**config.mk**
```make
export PLATFORM = sky130hd
export DESIGN_NAME = mux_scan_sequencer
export DESIGN_NICKNAME = d
export VERILOG_FILES = /design/src/rtl/mux_scan_sequencer.sv
export SDC_FILE = /design/constraint.sdc
export NUM_CORES = 1
export LEC_CHECK = 0
export CORE_ASPECT_RATIO = 0.6
export CORE_MARGIN = 4
export CORE_UTILIZATION = 40
export DETAILED_ROUTE_END_ITERATION = 7
export GPL_ROUTABILITY_DRIVEN = 0
export GPL_TIMING_DRIVEN = 0
export PLACE_DENSITY = 0.66
export SYNTH_ARGS = -nofsm -noshare
export SYNTH_HDL_FRONTEND = slang
export SYNTH_SLANG_ARGS = --single-unit
```
**constraint.sdc**
```tcl
create_clock -name clk_i -period 8.6 [get_ports clk_i]
set_input_delay 1.72 -clock clk_i [delete_from_list [all_inputs] [get_ports clk_i]]
set_output_delay 1.72 -clock clk_i [all_outputs]
set_load 0.005 [all_outputs]
```
**src/rtl/mux_scan_sequencer.sv**
```systemverilog
// mux_scan_sequencer: steps the analog mux SPI interface through a table of TX/RX addresses, settling and measuring at each step.
module mux_scan_sequencer #(
  parameter int DEPTH          = 16,
  parameter int SETTLE_CYCLES  = 500,
  parameter int TIMEOUT_CYCLES = 65535
) (
  input  logic        clk_i,
  input  logic        rst_i,
  input  logic        cfg_we_i,
  input  logic [3:0]  cfg_addr_i,
  input  logic [15:0] cfg_data_i,
  input  logic [4:0]  num_steps_i,
  input  logic        loop_i,
  input  logic        start_i,
  input  logic        abort_i,
  output logic        busy_o,
  output logic        done_o,
  output logic        err_o,
  output logic [3:0]  step_o,
  output logic        mux_en_o,
  input  logic        mux_done_i,
  output logic [3:0]  TX1_addr_o,
  output logic [3:0]  TX2_addr_o,
  output logic [3:0]  RX1_addr_o,
  output logic [3:0]  RX2_addr_o,
  output logic        meas_start_o,
  input  logic        meas_done_i
);
  localparam int AW = DEPTH > 1 ? $clog2(DEPTH) : 1;
  localparam int SW = $clog2(SETTLE_CYCLES + 2);
  localparam int TW = $clog2(TIMEOUT_CYCLES + 1);
  typedef enum logic [3:0] {
    S_IDLE, S_LOAD, S_WAIT_MUX, S_SETTLE, S_MEASURE, S_WAIT_MEAS, S_NEXT, S_DONE, S_ERROR
  } state_t;
  state_t          r_state, w_next;
  logic [15:0]     r_tab [DEPTH];
  logic [3:0]      r_step, w_step_nxt;
  logic [4:0]      r_num;
  logic            r_loop, r_err;
  logic [SW-1:0]   r_settle;
  logic [TW-1:0]   r_tmo;
  logic [15:0]     r_addr;
  logic            w_start_ok, w_last, w_tmo, w_settled, w_accept;
  assign w_start_ok = (num_steps_i != 5'd0) && (num_steps_i <= 5'(DEPTH));
  assign w_last     = {1'b0, r_step} == r_num - 5'd1;
  assign w_tmo      = r_tmo == TW'(TIMEOUT_CYCLES - 1);
  assign w_settled  = r_settle == SW'(SETTLE_CYCLES - 1);
  assign w_accept   = r_state == S_IDLE && w_next == S_LOAD;
  assign w_step_nxt = (r_state == S_NEXT && !w_last) ? r_step + 4'd1 : 4'd0;
  always_comb begin
    w_next = r_state;
    case (r_state)
      S_IDLE:      if (start_i) w_next = w_start_ok ? S_LOAD : S_ERROR;
      S_LOAD:      w_next = S_WAIT_MUX;
      // a done arriving together with the timeout still counts as success
      S_WAIT_MUX:  w_next = mux_done_i ? (SETTLE_CYCLES == 0 ? S_MEASURE : S_SETTLE) : w_tmo ? S_ERROR : S_WAIT_MUX;
      S_SETTLE:    if (w_settled) w_next = S_MEASURE;
      S_MEASURE:   w_next = S_WAIT_MEAS;
      S_WAIT_MEAS: w_next = meas_done_i ? S_NEXT : w_tmo ? S_ERROR : S_WAIT_MEAS;
      S_NEXT:      w_next = (!w_last || r_loop) ? S_LOAD : S_DONE;
      default:     w_next = S_IDLE;
    endcase
    if (abort_i) w_next = S_IDLE;
  end
  always_ff @(posedge clk_i or posedge rst_i) begin
    if (rst_i) begin
      r_state  <= S_IDLE;
      r_step   <= '0;
      r_num    <= '0;
      r_loop   <= 1'b0;
      r_err    <= 1'b0;
      r_settle <= '0;
      r_tmo    <= '0;
      r_addr   <= '0;
    end else begin
      r_state  <= w_next;
      r_settle <= (r_state == S_SETTLE) ? r_settle + SW'(1) : '0;
      r_tmo    <= (r_state == S_WAIT_MUX || r_state == S_WAIT_MEAS) ? r_tmo + TW'(1) : '0;
      if (w_next == S_LOAD) begin
        r_step <= w_step_nxt;
        r_addr <= r_tab[w_step_nxt[AW-1:0]];
      end
      if (w_accept) begin
        r_num  <= num_steps_i;
        r_loop <= loop_i;
      end
      if (w_next == S_ERROR) r_err <= 1'b1;
      else if (w_accept) r_err <= 1'b0;
    end
  end
  always_ff @(posedge clk_i)
    if (cfg_we_i && r_state == S_IDLE && {1'b0, cfg_addr_i} < 5'(DEPTH))
      r_tab[cfg_addr_i[AW-1:0]] <= cfg_data_i;
  assign busy_o       = r_state != S_IDLE;
  assign done_o       = r_state == S_DONE;
  assign err_o        = r_err;
  assign step_o       = r_step;
  assign mux_en_o     = r_state == S_LOAD;
  assign meas_start_o = r_state == S_MEASURE;
  assign {TX1_addr_o, TX2_addr_o, RX1_addr_o, RX2_addr_o} = r_addr;
endmodule

```
==> results.md, run 1 <==
Min path:
- The worst hold-check path type is reg -> reg.
- Counting instances, the worst hold path has a depth of 1.
- The worst hold path begins at r_settle[0].
- The worst hold path terminates at r_settle[0].

STA:
- The number of slew-limit violations in the final report came to 0.
- After routing, the total negative slack on setup checks comes to 0 ns.
- The minimum setup slack in the final design is 4.272 ns.
- The minimum clock period after layout is 4.328 ns.
- The final-report hold violation count came to 0.
- The fmax is 231.1 MHz.
- The worst path uses 50.33% of the clock period.
- The headroom to the max-slew limit is 12.10%.
- On the final layout, the worst clock skew is 0.01735 ns.
- Setup violations remaining at the end of the flow were counted as 0.
- Setup repair after global routing left no endpoint under its margin.
- The transition time at the pin with the least slew margin is 1.309 ns.

Clock network:
- The clock drives 312 sinks.
- The deepest level of the CTS H-tree is 1.
- Buffers inserted to repair hold after CTS numbered 0.
- The register clock-pin slew on the reported worst setup and hold paths is 0.07 ns.
- The CTS tree is built.
- The number of gates resized after CTS was 0.
- At the later pin of the worst-skew pair, clock insertion delay measures 0.56 ns.
- The number of buffers added by the clock tree synthesis step is 28.
- The longest clock path from root to sink contains 3 buffers.
- Post-CTS timing repair inserted 0 buffers for setup.
- The cell sitting at the root of the clock tree is a sky130_fd_sc_hd__clkbuf_16.

Route:
- Once detail routing completed, the nets flagged for antenna violations numbered 0.
- The per-cell via count in the routed design is 5.790.
- The detail-routed net length per standard cell is 24.99 um.
- The overall routed net length is 35.71 mm.
- After detailed routing, the number of remaining DRC violations is 0.
- The number of detailed-routing iterations run before antenna repair is 6.
- The number of DRC markers in iteration 0 is 1212.
- The detailed router placed 8274 vias in this run.

Logic synthesis:
- The synthesized design devotes to its leading area cell type 59.95% of total area.
- The most used flip-flop cell after synthesis is sky130_fd_sc_hd__edfxtp_1.
- The proportion of synthesized flip-flops having asynchronous set or reset is 17.95%.
- The count of distinct cell types in the synthesized netlist is 56.
- Summing the sequential cell areas from Yosys gives 70.88% of the chip area.
- The simple-gate area share of the yosys netlist is 7.620%.
- The mux share of post-synthesis cell area is 6.508%.
- The parity-gate share of the synthesized area counting xor and xnor cells is 1.639%.
- Synthesis produced 887 cells.
- The commonest cells after synthesis are sky130_fd_sc_hd__edfxtp_1, sky130_fd_sc_hd__mux2i_1, sky130_fd_sc_hd__o21ai_0, sky130_fd_sc_hd__nor2_1, sky130_fd_sc_hd__nand2_1.
- For this run, the number of Yosys warnings is 0.
- Counting flops and latches in the post-synthesis netlist gives 312.
- The cell area that synthesis handed to floorplanning was 12820 um2.
- The main combinational cell family by area after synthesis is compound AO/OA/AOI/OAI gates.
- The number of nets handed over by synthesis was 925.
- The most common cell in the netlist is sky130_fd_sc_hd__edfxtp_1.
- In the post-synthesis netlist, the biggest area contributors are sky130_fd_sc_hd__edfxtp_1, sky130_fd_sc_hd__dfrtp_1, sky130_fd_sc_hd__mux2i_1.
- After Yosys synthesis, full adders, half adders and majority gates account for 0.4879% of the synthesized area.
- The number of flops mapped to enable cells by yosys is 256.
- The largest area contributor in the netlist is sky130_fd_sc_hd__edfxtp_1.
- Summing the areas of all compound-gate instances in the mapped netlist gives 10.63% of the synthesized area.
- A synthesized cell averages 14.46 um2.

Worst setup path:
- For the worst setup path, the data required time is 6.88 ns.
- Broken down by cell family, the worst path's largest delay share belongs to buffers and inverters.
- The worst register-to-register path ends at r_addr[4].
- By startpoint and endpoint, the worst setup path is classified as reg -> out.
- The critical path's most frequent cell is sky130_fd_sc_hd__clkbuf_1.
- The delay of the slowest cell on the worst path is 0.67 ns.
- Of all nets on the critical path, the largest fanout is 10.
- In this run the worst setup path begins at r_state[0].
- The worst register-to-register path has a setup slack of 5.10 ns.
- The largest individual stage delay along the critical path comes from the cell sky130_fd_sc_hd__nor4_2.
- The count of buffer and inverter cells on the critical path is 4.
- Data on the critical path arrives at its endpoint at 2.61 ns.
- The critical path capture point type is a primary output.
- In this run the critical register-to-register path is launched from step_o[0].
- The critical path goes through clkbuf_1 > clkbuf_1 > nor4_2 > inv_1 > clkdlybuf4s50_1.
- Measured in cells, the most critical reg-to-reg path has a length of 7.
- The startpoint class of the critical path is a flip-flop.

Pwr:
- Internal power comes to 2.570 mW.
- For this design the static power due to leakage is 4.859 nW.
- Combinational cells account for 10.9% of the total power.
- The total power consumption of the routed design is 3.362 mW.
- The worst voltage drop across the vdd grid is 148.9 uV.
- For this design the ratio of total power to cell area is 222.2 nW/um2.
- Summed over all nets, the switching power comes to 0.7924 mW.
- The relative contribution of the clock network to total power is 36.4%.
- The fraction of power spent switching nets is 23.57%.
- The sequential share of power is 52.7%.

Global routing:
- The total congestion overflow is 0.
- The via count of the first global-routing pass is 7944.
- For this run, the total global-route usage over all layers was measured as 20.01%.
- The pin count of the biggest net entering global routing is 34.
- The number of antenna violations at the first check in global routing came to 0.
- The first global-routing pass estimated 52.20 mm of wire.

Status:
- The run finished with clean final reports.

Die:
- The height of the die is 146.7 um.
- The width of the die is 239.2 um.
- The die covers 35080 um2.
- Once the floorplan was initialized, standard cells occupied 40.83% of the core.
- The total I/O pin count is 58.
- The core box area is 31410 um2.
- The floorplan has 50 rows.

Cells and area:
- The layout has 2685 filler cells.
- The sequential cell area is 9089 um2.
- The area growth from synthesis to layout is 17.98%.
- The fraction of layout cells with a size suffix above 1 is 9.783%.
- For this run, the number of standard cells in the final layout without fillers is 1429.
- In the final design database the tool counted 1029 nets.
- The final standard cell area without fillers is 15130 um2.
- The area used by multi-input combinational logic is 3513 um2.

Placement:
- After detailed placement, the design holds a cell count of 1377.
- The placed standard-cell area is 14250 um2.
- The count of buffers added on input and output ports is 57.
- The setup slack after placement is 3.947 ns.
- The post-detailed-placement half-perimeter wirelength is 24.16 mm.

Run:
- Max-cap violations in this run came to 0.
[logic make-up after synthesis]
| family | after synthesis |
|---|---|
| adders and majority gates | 5 |
| buffers and inverters | 66 |
| AOI/OAI and AO/OA | 194 |
| xor gates and xnor gates | 24 |
| muxes | 81 |
| DFF | 312 |
| and+or+nand+nor | 205 |
[stage by stage]
step,util [%],hold slack [ns]
finish,48.18,0.4558
global route,48.17,0.4687
CTS,48.15,0.4542
detailed placement,45.37,0.4450
global placement,44.31,0.4356
floorplan,-,0.4251
[area by class of cell]
type | instances | area share [%]
Clock inverter | 15 | 0.7856
Antenna cell | 1 | 0.01654
Timing Repair Buffer | 74 | 5.590
Multi-Input combinational cell | 509 | 23.22
Buffer | 55 | 1.629
Inverter | 11 | 0.2729
Clock buffer | 36 | 4.970
Tap cell | 416 | 3.440
Sequential cell | 312 | 60.07
[routing by layer]
metal / vias up / wire length [um] / global-route usage, %
li1: 3641 / - / -
met4: 0 / 807 / 4.813
met3: 54 / 4370 / 5.666
met1: 4078 / 16470 / 32.28
met2: 501 / 14060 / 26.34
met5: - / 0 / 0
[how the worst max path moves through the flow]
stage             endpoint  slack (ns)  cells past startpoint
6_report            busy_o        4.27                      5
2_1_floorplan  r_tab[0][0]        4.90                      3
4_1_cts             busy_o        3.82                      5
5_1_grt             busy_o        4.04                      5
3_3_place_gp   r_tab[1][8]        2.91                      5
3_5_place_dp      r_num[0]        3.95                      9
[placed cells by master, fill, tap and decap left out, types with 9 or more instances in the layout]
cell,instances
sky130_fd_sc_hd__a211oi_1,34
sky130_fd_sc_hd__a21oi_1,9
sky130_fd_sc_hd__a222oi_1,14
sky130_fd_sc_hd__a22oi_1,19
sky130_fd_sc_hd__and3_1,9
sky130_fd_sc_hd__buf_2,14
sky130_fd_sc_hd__buf_6,9
sky130_fd_sc_hd__clkbuf_1,40
sky130_fd_sc_hd__clkbuf_16,29
sky130_fd_sc_hd__clkdlybuf4s50_1,57
sky130_fd_sc_hd__clkinv_1,10
sky130_fd_sc_hd__dfrtp_1,56
sky130_fd_sc_hd__edfxtp_1,256
sky130_fd_sc_hd__inv_1,10
sky130_fd_sc_hd__mux2i_1,71
sky130_fd_sc_hd__nand2_1,57
sky130_fd_sc_hd__nand3_1,16
sky130_fd_sc_hd__nor2_1,51
sky130_fd_sc_hd__nor2_2,11
sky130_fd_sc_hd__o21ai_0,64
sky130_fd_sc_hd__o22a_1,10
sky130_fd_sc_hd__o31ai_1,11
sky130_fd_sc_hd__xnor2_1,13
sky130_fd_sc_hd__xor2_1,11
[power groups by stage]
stage               combinational [mW]  sequential [mW]  clock, mW
floorplan                        0.176             1.78          0
global placement                 0.347             1.80          0
detailed placement               0.364             1.80          0
CTS                              0.369             1.77       1.24
global route                     0.398             1.78       1.31
finish                           0.367             1.77       1.23
[flip-flops by register name, indices dropped and copies added (netlist names)]
register  flops
r_tab       256
r_addr       16
r_tmo        16
r_settle      9
r_num         5
r_state       4
step_o        4
err_o         1
r_loop        1
Note: power is estimated with default switching activity, not from simulation.
==> run 2: changes to the inputs <==
==> constraint.sdc (replaced) <==
create_clock -name clk_i -period 4 [get_ports clk_i]
set_input_delay 0.8 -clock clk_i [delete_from_list [all_inputs] [get_ports clk_i]]
set_output_delay 0.8 -clock clk_i [all_outputs]
set_load 0.005 [all_outputs]
==> results of run 2 <==
The final DEF is identical to that of run 1. Status: completed.
Among the figures that moved: setup slack after placement 3.947 ns -> 0.2218 ns; setup slack after layout 4.272 ns -> 0.4977 ns; start point of the critical path r_state[0] -> step_o[0]; end point of the critical path busy_o -> r_addr[4]; register-to-register setup slack 5.10 ns -> 0.50 ns; total power 3.362 mW -> 7.229 mW; worst IR drop on VDD 148.9 uV -> 320.2 uV
==> edit: new RTL, config.mk and constraints of run 2 <==
Register the input `cfg_data_i` before use, without a reset. The logic sees it one clock later. The other inputs are not delayed to match.
--- a/src/rtl/mux_scan_sequencer.sv
+++ b/src/rtl/mux_scan_sequencer.sv
@@ -34,2 +34,9 @@
   } state_t;
+
+  logic [15:0] cfg_data_q;
+
+  always_ff @(posedge clk_i) begin
+    cfg_data_q <= cfg_data_i;
+  end
+
   state_t          r_state, w_next;
@@ -92,3 +99,3 @@
     if (cfg_we_i && r_state == S_IDLE && {1'b0, cfg_addr_i} < 5'(DEPTH))
-      r_tab[cfg_addr_i[AW-1:0]] <= cfg_data_i;
+      r_tab[cfg_addr_i[AW-1:0]] <= cfg_data_q;
   assign busy_o       = r_state != S_IDLE;
Function: changed (Yosys sat finds a counterexample within 4 cycles, from zero or initial values and one cycle with rst_i high).
==> edit against run 2 <==
Global-route usage is 1.7 points lower. Sequential share of layout area is 0.13 points lower. Synthesized area is 3.9% higher. Power is 9.7% higher. Worst hold slack better by 0.025 ns. Setup slack worse by 0.048 ns. Critical path type unchanged. Sequential cell count is 16 higher. Design area is 3.7% higher. Routed wire length is 5.5% lower.
==> edit: results (changes against run 2) <==
peak supply drop: 0.389 mV (was 0.320 mV)
fraction of layout cells with a size suffix above 1: 0.141 (was 0.0978)
grt met1 use: 0.291 (was 0.323)
M1 WL: 15,800 µm (was 16,500 µm)
Synth Area in Compound Gates: 0.116 (was 0.106)
largest net degree at the start of global routing: 32 (was 34)
clk_lat worst skew: 0.58 ns (was 0.56 ns)
cell depth of the worst flop-to-flop path: 9 (was 7)
Total GRT Usage: 0.183 (was 0.200)
CTS buffer count: 30 (was 28)
Combinational Power Share: 0.119 (was 0.109)
leakage power: 5.14 nW (was 4.86 nW)
outcome: finished clean (unchanged)
Seq cells post-synth: 328 (was 312)
share of cell area taken by multi-input logic gates: 0.233 (was 0.232)
sequential cell area: 9410 µm² (was 9090 µm²)
multi-input logic cell count: 517 (was 509)
crit path from: step_o[1] (was step_o[0])
headroom to the max-slew limit: 0.324 (was 0.121)
post-synthesis xor/xnor area fraction: 0.0164 (about the same)
multiplexer share of the synthesized area: 0.0625 (was 0.0651)
Avg Cell Area, Syn: 14.6 µm² (was 14.5 µm²)
net count after synthesis: 953 (was 925)
top layer in use: met5 (was met4)
vias per cell: 5.59 (was 5.79)
top cells by area, synth: edfxtp_1 (58%), dfrtp_1 (11%), mux2_2 (3.5%) (was edfxtp_1 (60%), dfrtp_1 (11%), mux2i_1 (5.5%))
Detail Placement HPWL: 23,600 µm (was 24,200 µm)
vias in the first global route: 7,765 (was 7,944)
Final Net Count: 1,054 (was 1,029)
min-delay src: err_o (was r_settle[0])
Non-clk invs: 17 (was 11)
placed cells: 1,434 (was 1,377)
Non-CTS buffers: 122 (was 129)
most frequent cells after synthesis: edfxtp_1 (256), a21oi_1 (74), nor2_1 (67) (was edfxtp_1 (256), mux2i_1 (71), o21ai_0 (64))
Hold Crit Endpoint: err_o (was r_settle[0])
Final Non-Filler Cells: 1,491 (was 1,429)
register area share after synthesis: 0.706 (was 0.709)
met3 GRT Util: 0.0534 (was 0.0567)
WP data arrival: 4.08 ns (was 3.89 ns)
Clock buffer cells: 38 (was 36)
M2 GR Usage: 0.247 (was 0.263)
number of distinct library cells after synthesis: 67 (was 56)
met3 WL: 3700 µm (was 4370 µm)
buffer share of cell area: 0.0635 (was 0.0722)
Post-Synth Adder-Cell Area: 0.00470 (was 0.00488)
seq pwr: 0.00400 W (was 0.00381 W)
initial antenna violation count: 2 (was 0)
Sw Ratio: 0.245 (was 0.236)
worst setup path end: r_addr[5] (was r_addr[4])
==> edit: cell count changes in the layout (fill, tap and decap cells not counted), moves of 8 or more <==
cell,run 2,this run
dfxtp_1,0,16
o21ai_0,64,13
nor3_1,7,16
nand2_1,57,35
a222oi_1,14,1
a221oi_1,0,13
a21oi_1,9,74
a311oi_1,1,9
mux2_2,5,41
mux2i_1,71,28
a22oi_1,19,9
a211oi_1,34,20
==> edit: metrics by stage <==
step / area (µm²) / setup WS [ns] / hold WS [ns] / TNS (ns) / total power (W)
after floorplan: 13300 / 0.903 / 0.455 / 0 / 0.00450
after global placement: 14500 / -0.562 / 0.463 / -30.53 / 0.00497
after detailed placement: 14700 / 0.157 / 0.471 / 0 / 0.00501
after CTS: 15700 / 0.454 / 0.486 / 0 / 0.00796
after global routing: 15700 / 0.269 / 0.510 / 0 / 0.00819
final: 15700 / 0.449 / 0.481 / 0 / 0.00793
